## src/rtl/adder_switch_pkg.sv

```systemverilog
// adder_switch_pkg: switch command codes, config word layout and FSM encodings for adder_switch_cfg_sched
package adder_switch_pkg;

    localparam logic [2:0] CMD_NA0   = 3'b000;
    localparam logic [2:0] CMD_NA1   = 3'b001;
    localparam logic [2:0] CMD_ADD   = 3'b010;
    localparam logic [2:0] CMD_VN_L  = 3'b011;
    localparam logic [2:0] CMD_VN_R  = 3'b100;
    localparam logic [2:0] CMD_VN_LR = 3'b101;

    // Config word is {add_en, cmd, sel}, sel in the low bits.
    localparam int CFG_CMD_W   = 3;
    localparam int CFG_SEL_W   = 2;
    localparam int CFG_SEL_LSB = 0;

    localparam logic [1:0] ST_IDLE  = 2'd0;
    localparam logic [1:0] ST_RUN   = 2'd1;
    localparam logic [1:0] ST_DRAIN = 2'd2;

    function automatic logic cmd_issues(input logic [CFG_CMD_W-1:0] cmd);
        return cmd inside {CMD_ADD, CMD_VN_L, CMD_VN_R, CMD_VN_LR};
    endfunction

    function automatic logic cmd_no_add(input logic [CFG_CMD_W-1:0] cmd);
        return cmd inside {CMD_NA0, CMD_NA1};
    endfunction

endpackage

```

## src/rtl/valid_delay_line.sv

```systemverilog
// valid_delay_line: per-beat valid shift register tapped at 1 or DEPTH cycles, with an empty flag for the tap in use
module valid_delay_line #(
    parameter int DEPTH = 2
) (
    input  logic clk,
    input  logic rst_n,
    input  logic i_valid,
    input  logic i_tap_full,
    output logic o_valid,
    output logic o_empty
);

    logic [DEPTH-1:0] sr_d, sr_q;

    always_comb begin
        sr_d    = '0;
        sr_d[0] = i_valid;
        for (int i = 1; i < DEPTH; i++) sr_d[i] = sr_q[i-1];
    end

    always_ff @(posedge clk or negedge rst_n) begin
        if (!rst_n) sr_q <= '0;
        else        sr_q <= sr_d;
    end

    // The short tap only ever reads stage 0, so only it decides emptiness.
    assign o_valid = i_tap_full ? sr_q[DEPTH-1] : sr_q[0];
    assign o_empty = i_tap_full ? ~|sr_q : ~sr_q[0];

endmodule

```

## src/rtl/adder_switch_cfg_sched.sv

```systemverilog
// adder_switch_cfg_sched: shadow/active config banks and beat sequencing for a row of adder switches.
// Define CFG_CHECK_EN to drop illegal config writes and raise a sticky o_cfg_err.
module adder_switch_cfg_sched
    import adder_switch_pkg::*;
#(
    parameter int  NUM_SW  = 8,
    parameter int  CMD_W   = CFG_CMD_W,
    parameter int  SEL_W   = CFG_SEL_W,
    parameter int  ADD_LAT = 2,
    parameter int  CNT_W   = 16,
    localparam int IDX_W   = $clog2(NUM_SW),
    localparam int CFG_W   = 1 + CMD_W + SEL_W
) (
    input  logic                    clk,
    input  logic                    rst_n,
    input  logic                    i_cfg_valid,
    output logic                    o_cfg_ready,
    input  logic [IDX_W-1:0]        i_cfg_idx,
    input  logic [CFG_W-1:0]        i_cfg_word,
    input  logic                    i_start,
    input  logic [CNT_W-1:0]        i_num_beats,
    input  logic                    i_data_valid,
    output logic                    o_busy,
    output logic                    o_done,
    output logic [NUM_SW-1:0]       o_sw_valid,
    output logic [NUM_SW-1:0]       o_sw_add_en,
    output logic [NUM_SW*CMD_W-1:0] o_sw_cmd,
    output logic [NUM_SW*SEL_W-1:0] o_sw_sel,
    output logic                    o_res_valid,
    output logic                    o_cfg_err
);

    localparam int CMD_LSB    = CFG_SEL_LSB + SEL_W;
    localparam int ADD_EN_BIT = CMD_LSB + CMD_W;

    logic [1:0]                   state_d, state_q;
    logic [CNT_W-1:0]             cnt_d, cnt_q;
    logic [NUM_SW-1:0][CFG_W-1:0] shadow_d, shadow_q;
    logic [NUM_SW-1:0][CFG_W-1:0] active_d, active_q;
    logic                         zdone_d, zdone_q;
    logic [NUM_SW-1:0]            sw_iss;
    logic                         cfg_acc, cfg_bad, issue, lat_full, pipe_empty;

    assign o_cfg_ready = state_q == ST_IDLE;
    assign o_busy      = state_q != ST_IDLE;
    assign cfg_acc     = i_cfg_valid && o_cfg_ready;
    assign issue       = state_q == ST_RUN && i_data_valid && cnt_q != '0;

`ifdef CFG_CHECK_EN
    logic err_q;
    assign cfg_bad = (cmd_no_add(i_cfg_word[CMD_LSB +: CMD_W]) && i_cfg_word[ADD_EN_BIT])
                     || int'(i_cfg_idx) >= NUM_SW;
    always_ff @(posedge clk or negedge rst_n) begin
        if (!rst_n) err_q <= 1'b0;
        else        err_q <= err_q | (cfg_acc & cfg_bad);
    end
    assign o_cfg_err = err_q;
`else
    assign cfg_bad   = 1'b0;
    assign o_cfg_err = 1'b0;
`endif

    always_comb begin
        sw_iss      = '0;
        o_sw_add_en = '0;
        o_sw_cmd    = '0;
        o_sw_sel    = '0;
        for (int k = 0; k < NUM_SW; k++) begin
            sw_iss[k]                   = cmd_issues(active_q[k][CMD_LSB +: CMD_W]);
            o_sw_add_en[k]              = active_q[k][ADD_EN_BIT];
            o_sw_cmd[k*CMD_W +: CMD_W]  = active_q[k][CMD_LSB +: CMD_W];
            o_sw_sel[k*SEL_W +: SEL_W]  = active_q[k][CFG_SEL_LSB +: SEL_W];
        end
    end

    assign o_sw_valid = {NUM_SW{issue}} & sw_iss;
    // Only issuing switches that use the FP adder stretch the result latency.
    assign lat_full   = |(sw_iss & o_sw_add_en);

    always_comb begin
        state_d  = state_q;
        cnt_d    = cnt_q;
        shadow_d = shadow_q;
        active_d = active_q;
        zdone_d  = 1'b0;
        if (cfg_acc && !cfg_bad) shadow_d[i_cfg_idx] = i_cfg_word;
        // Commit reads shadow_q, so a same-cycle write lands only for the next job.
        if (state_q == ST_IDLE && i_start) begin
            active_d = shadow_q;
            cnt_d    = i_num_beats;
            zdone_d  = i_num_beats == '0;
            state_d  = zdone_d ? ST_IDLE : ST_RUN;
        end
        if (issue) begin
            cnt_d = cnt_q - 1'b1;
            if (cnt_q == CNT_W'(1)) state_d = ST_DRAIN;
        end
        if (state_q == ST_DRAIN && pipe_empty) state_d = ST_IDLE;
    end

    always_ff @(posedge clk or negedge rst_n) begin
        if (!rst_n) begin
            state_q  <= ST_IDLE;
            cnt_q    <= '0;
            shadow_q <= '0;
            active_q <= '0;
            zdone_q  <= 1'b0;
        end else begin
            state_q  <= state_d;
            cnt_q    <= cnt_d;
            shadow_q <= shadow_d;
            active_q <= active_d;
            zdone_q  <= zdone_d;
        end
    end

    assign o_done = zdone_q | (state_q == ST_DRAIN && pipe_empty);

    valid_delay_line #(
        .DEPTH(ADD_LAT)
    ) u_dly (
        .clk       (clk),
        .rst_n     (rst_n),
        .i_valid   (issue),
        .i_tap_full(lat_full),
        .o_valid   (o_res_valid),
        .o_empty   (pipe_empty)
    );

endmodule
```

## config.mk

```make
export PLATFORM = sky130hd
export DESIGN_NAME = adder_switch_cfg_sched
export DESIGN_NICKNAME = d
export VERILOG_FILES = /design/src/rtl/adder_switch_pkg.sv /design/src/rtl/valid_delay_line.sv /design/src/rtl/adder_switch_cfg_sched.sv
export SDC_FILE = /design/constraint.sdc
export NUM_CORES = 1
export LEC_CHECK = 0
export ABC_AREA = 1
export ABC_CLOCK_PERIOD_IN_PS = 1650
export BUFFER_PORTS_ARGS = -buffer_cell sky130_fd_sc_hd__clkbuf_2
export CORE_ASPECT_RATIO = 0.7
export CORE_MARGIN = 8
export CORE_UTILIZATION = 35
export DETAILED_ROUTE_END_ITERATION = 10
export PLACE_DENSITY = 0.64
export SYNTH_ARGS = -nofsm -noshare
export SYNTH_HDL_FRONTEND = slang
export SYNTH_SLANG_ARGS = --single-unit
export TNS_END_PERCENT = 100
```

## constraint.sdc

```tcl
create_clock -name clk -period 1.65 [get_ports clk]
set_clock_uncertainty 0.15 [all_clocks]
set_input_delay 0.2475 -clock clk [delete_from_list [all_inputs] [get_ports clk]]
set_output_delay 0.2475 -clock clk [all_outputs]
set_load 0.03 [all_outputs]
```

==> results of run 1 <==
-- where the power goes --
part	switching [mW]	internal, mW	total, mW
clock network	1.34	2.46	3.80
logic	0.745	0.675	1.42
registers	0.101	3.01	3.11
total	2.18	6.15	8.33
-- flip-flops by register name, summed over array words and instances (netlist names) --
register / cells
o_sw_sel: 16
shadow_q: 48
o_sw_add_en: 8
zdone_q: 1
u_dly.sr_q: 2
o_sw_cmd: 24
state_q: 2
cnt_q: 16
-- metal layers --
| layer | up-vias | global-route usage | wire [um] |
|---|---|---|---|
| li1 | 2463 | - | - |
| met1 | 2266 | 0.222 | 7440 |
| met2 | 130 | 0.234 | 6590 |
| met3 | 6 | 0.0423 | 992 |
| met4 | 0 | 0.0480 | 72 |
| met5 | - | 0 | 0 |
-- cell families after synthesis --
logic type	count (synthesis)	synth area share
adders and majority gates	2	0.00473
and+or+nand+nor	330	0.259
buffers and inverters	94	0.0766
xor gates and xnor gates	8	0.0132
DFF	117	0.553
AOI/OAI and AO/OA	96	0.0924
other	1	0.000708
-- how the worst max path moves through the flow --
stage / end / slack (ps) / cells past startpoint
4_1_cts: o_done / -540 / 11
3_5_place_dp: o_done / -140 / 11
2_1_floorplan: o_sw_valid[1] / -7 / 8
5_1_grt: o_done / -550 / 11
3_3_place_gp: o_done / -100 / 11
6_report: o_done / -460 / 11
-- worst reg2reg max path: stages, from the launching register on --
cell,delay [ps]
dfrtp_1,380
nor2_1,180
nand2_2,110
nor2_4,130
nand2_2,70
nand2_4,100
buf_12,150
buf_6,100
buf_6,80
buf_6,90
buf_6,130
nand2_2,50
o21ai_1,60
o21ai_1,70
-- final cells by class --
type	instances	area, um^2
inverters	70	293
flip-flops and latches	117	2930
multi-input cells	437	2240
well taps	195	244
repair inverters	1	8.76
repair buffers	216	1760
clock buffers	21	460
fillers	1307	6630
clock inverters	11	151
-- per-stage QoR --
stage	setup TNS, ps	util
2_1_floorplan	-7.28	-
3_3_place_gp	-1120	0.461
3_5_place_dp	-2240	0.461
4_1_cts	-5730	0.527
5_1_grt	-14290	0.550
6_report	-8380	0.550
-- placed cells by master, fill, tap and decap left out, drive strengths merged, types with 2 or more instances in the layout --
cell and count:
inv 70, o21ai 90, dlygate4sd3 9, dfrtp 117
ha 2, buf 133, nor3 4, nand4 9
nand3 18, nand2 246, a21oi 2, clkinvlp 4
clkbuf 95, nor2 51, bufinv 3, xor2 7
clkinv 5
-- what timing repair did --
item | in CTS | in global routing
setup buffers | 11 | 11
gates resized for setup | 64 | 91
hold buffers | 9 | 0
setup endpoints to repair | 42 | 84
cloned | 0 | 1
hold endpoints to repair | 131 | 0
pin swaps | 14 | 19
==> impl_metrics.tcl, run 1 <==
set metrics [dict create \
    status "complete, but fails checks" \
    violations "negative setup slack" \
    grt_overflow_total 0 \
    num_antenna_cells 0 \
    fp.dieH_um 119 \
    start_kind "flip-flop" \
    critical_path.top_delay_family "simple AND/OR/NAND/NOR gates" \
    synth.cell_area_mm2 0.00530 \
    gp_congestion 0.799 \
    synth_top_area_frac 0.553 \
    design.core.area_mm2 0.0147 \
    reg2reg_slack_ps -300 \
    path_class "flip-flop to output pin" \
    io_buffers 89 \
    drc 0 \
    ys_seq_area_frac 0.553 \
    yosysMostFrequentCell "nand2_1" \
    fin_nets 892 \
    synth_edf_count 0 \
    drt_iter0_markers 275 \
    num_io_pins 91 \
    critPathSlowestCell "dfrtp_1" \
    hold_depth 4 \
    holdWs_ps 39.6 \
    power_mw 8.33 \
    wl_mm 15.1 \
    placed_cell_area_mm2 0.00678 \
    cp.arrival_ps 1710 \
    worst-path-max-fanout 3 \
    r2r_end "cnt_q[4]" \
    min_period_ps 2110 \
    dpl_worst_slack_ps -140 \
    worst_r2r_path_depth 13 \
    clock_latency_ps 400 \
    min_period_over_period 1.28 \
    tritoncts "done" \
    hold_path.class "primary input to flip-flop" \
    synth.distinct_cells 31 \
    rsz0062_at_grt "yes" \
    r2r-start "cnt_q[5]" \
    clkSlewWorstSetupHoldPaths_ps 60 \
    cts_sinks 117 \
    ys_top_cells_by_count "240 x nand2_1, 117 x dfrtp_1, 67 x inv_1, 46 x nor2_1" \
    wl_per_cell_um 14.1 \
    initial_core_util 0.360 \
    setup_violations 35 \
    syn_nets 680 \
    crit_top_cell "nand2_2" \
    place_inst 1005 \
    worstPathCellList "inv_1 -> nand2_2 -> nand3_1 -> nand2_1 -> nor2_2 -> buf_6 -> nand2_4 -> nand2_4 -> nand2_2 -> nand2_2 -> buf_8" \
    yosys-top-cells-area "dfrtp_1 55%, nand2_1 17%, inv_1 4.7%" \
    slowest_delay_ps 390 \
    crit_required_ps 1250 \
    dp.final_hpwl_mm 10.6 \
    crit_buf_inv 3 \
    num_rows 37 \
    syn_avg_cell_area_um2 8.17 \
    cp-end-kind "output pin" \
    report.final.slew_viol_count 0 \
    root_buffer "clkbuf_16" \
    dieArea_mm2 0.0194 \
    fin_cells 1068 \
    ys_ff_latch 117 \
    design_area_mm2 0.00809 \
    fmax_mhz 475 \
    powerDensity_mw_per_mm2 1030 \
    clk_path_buf_depth 2 \
    ys_warn_count 0 \
    cp-startpoint "o_sw_cmd[13]" \
    drtPass1Iterations 5 \
    maxCapViolCount 0 \
    grt_pass1_wl_mm 24.5 \
    fin_ws_ps -456 \
    holdCritStartpoint "i_num_beats[11]" \
    peakVddDrop_mv 0.819 \
    syn_to_final_growth_pct 52.8 \
    die_x_um 163 \
    via_count 4865 \
    yosysTopAreaCell "dfrtp_1" \
    grt_max_degree 49 \
    viasPerCell 4.56 \
    leakage_nw 4.17 \
    track_usage 0.158 \
    synthArstFlopShare 1.00 \
    synthFlopType "dfrtp_1" \
    grt_pass1_vias 4711 \
    hold_violations 0 \
    postRouteAntennaNets 0 \
    min_to "cnt_q[11]" \
    layout-drive-gt1-share 0.372 \
    synth_cells 648 \
    cts_inserted_buffers 17 \
    antenna_found_initial 0 \
    cts_max_level 4 \
]
(Power assumes the default switching activity.)
==> run 2, diff against run 1 <==
- ABC_AREA: 1 -> default
- CORE_ASPECT_RATIO: 0.7 -> default
==> run 2 against run 1 <==
  * The run still ends with negative setup slack left
  * Power is 42% higher
  * Register-to-register slack worse by 340 ps
  * First-iteration DRC count fell by 25%
  * Global-route usage increased by 2.0 points
  * Design area shrank 0.60%
  * Clock-buffer cell count grew 2
  * Synthesized cell count fell by 26%
  * Worst hold slack lost 11 ps
  * Setup slack worse by 220 ps
==> impl_metrics.tcl, run 2 <==
set metrics [dict create \
    status "complete, but fails checks" \
    violations "negative setup slack" \
    io_buffers 89 \
    grt_use_met3 0.0480 \
    grtUsageMet2 0.290 \
    clkSlewWorstSetupHoldPaths_ps 50 \
    fin_ws_ps -674 \
    post-route-util 0.562 \
    largest-register "shadow_q" \
    cp-end-kind "output pin" \
    final_cell_mix "149 x nand2_1, 99 x dfrtp_1, 76 x clkbuf_2" \
    peakVddDrop_mv 0.938 \
    slowest_delay_ps 420 \
    min_period_over_period 1.41 \
    crit_buf_inv 2 \
    num_io_pins 91 \
    fmax_mhz 430 \
    yosysTopAreaCell "dfrtp_1" \
    powerDensity_mw_per_mm2 1470 \
    path_class "flip-flop to output pin" \
    largest_reg_flops 48 \
    gp_congestion 0.922 \
    dpl_worst_slack_ps -600 \
    grt_pass1_vias 4815 \
    ys_top_cells_by_count "156 x nand2_1, 117 x dfrtp_1, 48 x mux2_2, 16 x clkbuf_1, 16 x nor2_1" \
    maxCapViolCount 0 \
    drt_iter0_markers 205 \
    hold_violations 0 \
    via_count 4471 \
    cp.arrival_ps 1930 \
    maxSlewHeadroom 0.538 \
    worstPathCellList "xor2_2 -> a22oi_2 -> buf_4 -> a41oi_4 -> a21o_4 -> buf_8" \
    root_buffer "clkbuf_16" \
    wl_mm 16.1 \
    dieArea_mm2 0.0186 \
    ys_seq_area_frac 0.578 \
    syn_nets 510 \
    num_rows 44 \
    critical_path.top_delay_family "compound AO/OA/AOI/OAI gates" \
    initial_core_util 0.354 \
    design.core.area_mm2 0.0143 \
    wl_per_cell_um 18.2 \
    grt.busiest_layer "met2" \
    viasPerCell 5.06 \
    fin_nets 718 \
    cts_inserted_buffers 17 \
    synth.cell_area_mm2 0.00507 \
    globalRouteMet1Util 0.221 \
    holdWs_ps 28.4 \
    synthFlopType "dfrtp_1" \
    syn_to_final_growth_pct 58.7 \
    min_period_ps 2320 \
    drc 0 \
    dp.final_hpwl_mm 10.9 \
    critPathSlowestCell "dfrtp_2" \
    synth.distinct_cells 55 \
    rsz0062_at_grt "yes" \
    die_x_um 136 \
    worst_pin_slew_ps 690 \
    fp.dieH_um 136 \
    synth_cells 478 \
    ys_ff_latch 117 \
    layout-drive-gt1-share 0.519 \
    antenna_found_initial 0 \
    grt_overflow_total 0 \
    worst-path-max-fanout 3 \
    syn_avg_cell_area_um2 10.6 \
    drtPass1Iterations 5 \
    layout_commonest_cell "nand2_1" \
    fin_setup_tns_ps -18350 \
    report.final.slew_viol_count 0 \
    postRouteAntennaNets 0 \
    power_mw 11.9 \
    crit_required_ps 1250 \
    setup_violations 62 \
    grt_max_degree 35 \
    track_usage 0.178 \
    cts_max_level 4 \
    start_kind "flip-flop" \
    clock_latency_ps 410 \
    synth_edf_count 0 \
    tritoncts "done" \
    grt_pass1_wl_mm 25.4 \
    clk_path_buf_depth 2 \
    cts_sinks 117 \
    yosys-top-cells-area "dfrtp_1 58%, nand2_1 12%, mux2_2 11%" \
    yosysMostFrequentCell "nand2_1" \
    num_antenna_cells 0 \
    leakage_nw 4.05 \
    synth_top_area_frac 0.578 \
    synthArstFlopShare 1.00 \
    hold_path.class "primary input to flip-flop" \
    ys_warn_count 0 \
]
## run 2: power breakdown
| part | internal (mW) | total, mW | leakage [nW] | switching, mW |
|---|---|---|---|---|
| clock | 2.24 | 3.56 | 0.280 | 1.31 |
| combinational | 1.99 | 4.20 | 2.26 | 2.21 |
| sequential | 3.57 | 4.09 | 1.51 | 0.520 |
## run 2: cells by family after synthesis
logic type / share of synthesized area
muxes: 0.117
AOI/OAI and AO/OA: 0.0627
xor gates and xnor gates: 0.0138
DFF: 0.578
buffers and inverters: 0.0222
and+or+nand+nor: 0.201
other: 0.000740
adders and majority gates: 0.00494
## run 2: per-stage QoR
stage	area (um^2)	instances
3_3_place_gp	6590	822
4_1_cts	7720	876
3_5_place_dp	6590	822
2_1_floorplan	5250	478
5_1_grt	8040	883
6_report	8040	883
## run 2: worst paths after layout
check / from / endpoint / slack [ps] / cells past startpoint
setup / recovery: o_sw_cmd[16] / o_res_valid / -670 / 6
hold / removal: i_num_beats[13] / cnt_q[13] / 30 / 3
setup reg to reg: cnt_q[1] / cnt_q[10] / -640 / 7
hold reg to reg: shadow_q[4] / o_sw_cmd[2] / 310 / 2
max in group asynchronous: rst_n / o_sw_cmd[8] / 620 / 3
min in group asynchronous: rst_n / o_sw_cmd[0] / 200 / 2
## run 2: final cells by class
| class | count | area (um^2) |
|---|---|---|
| clock buffers | 23 | 488 |
| clock inverters | 9 | 93.8 |
| fillers | 1199 | 6270 |
| inverters | 7 | 36.3 |
| multi-input cells | 333 | 2520 |
| flip-flops and latches | 117 | 2950 |
| well taps | 184 | 230 |
| repair buffers | 209 | 1710 |
| repair inverters | 1 | 8.76 |
## run 2: what timing repair did
| action | 4_1_cts | 5_1_grt |
|---|---|---|
| buffers inserted | 11 | 10 |
| gates resized for setup | 85 | 66 |
| setup endpoints to repair | 127 | 112 |
| gates cloned | 2 | 1 |
| hold buffers | 10 | 0 |
| endpoints found under the hold margin | 34 | 0 |
| pin swaps | 13 | 22 |
## run 2: tightest hold or removal path, cell delays in order
cell	delay (ps)
clkbuf_2	100
o32ai_1	140
a21oi_2	60
## run 2: per-layer routing
metal / part of all wire / vias up / wire length (um)
met1: 0.43 / 2238 / 6950
met3: 0.058 / 20 / 933
met4: 0.017 / 0 / 277
li1: - / 2060 / -
met2: 0.49 / 153 / 7910
met5: 0 / - / 0
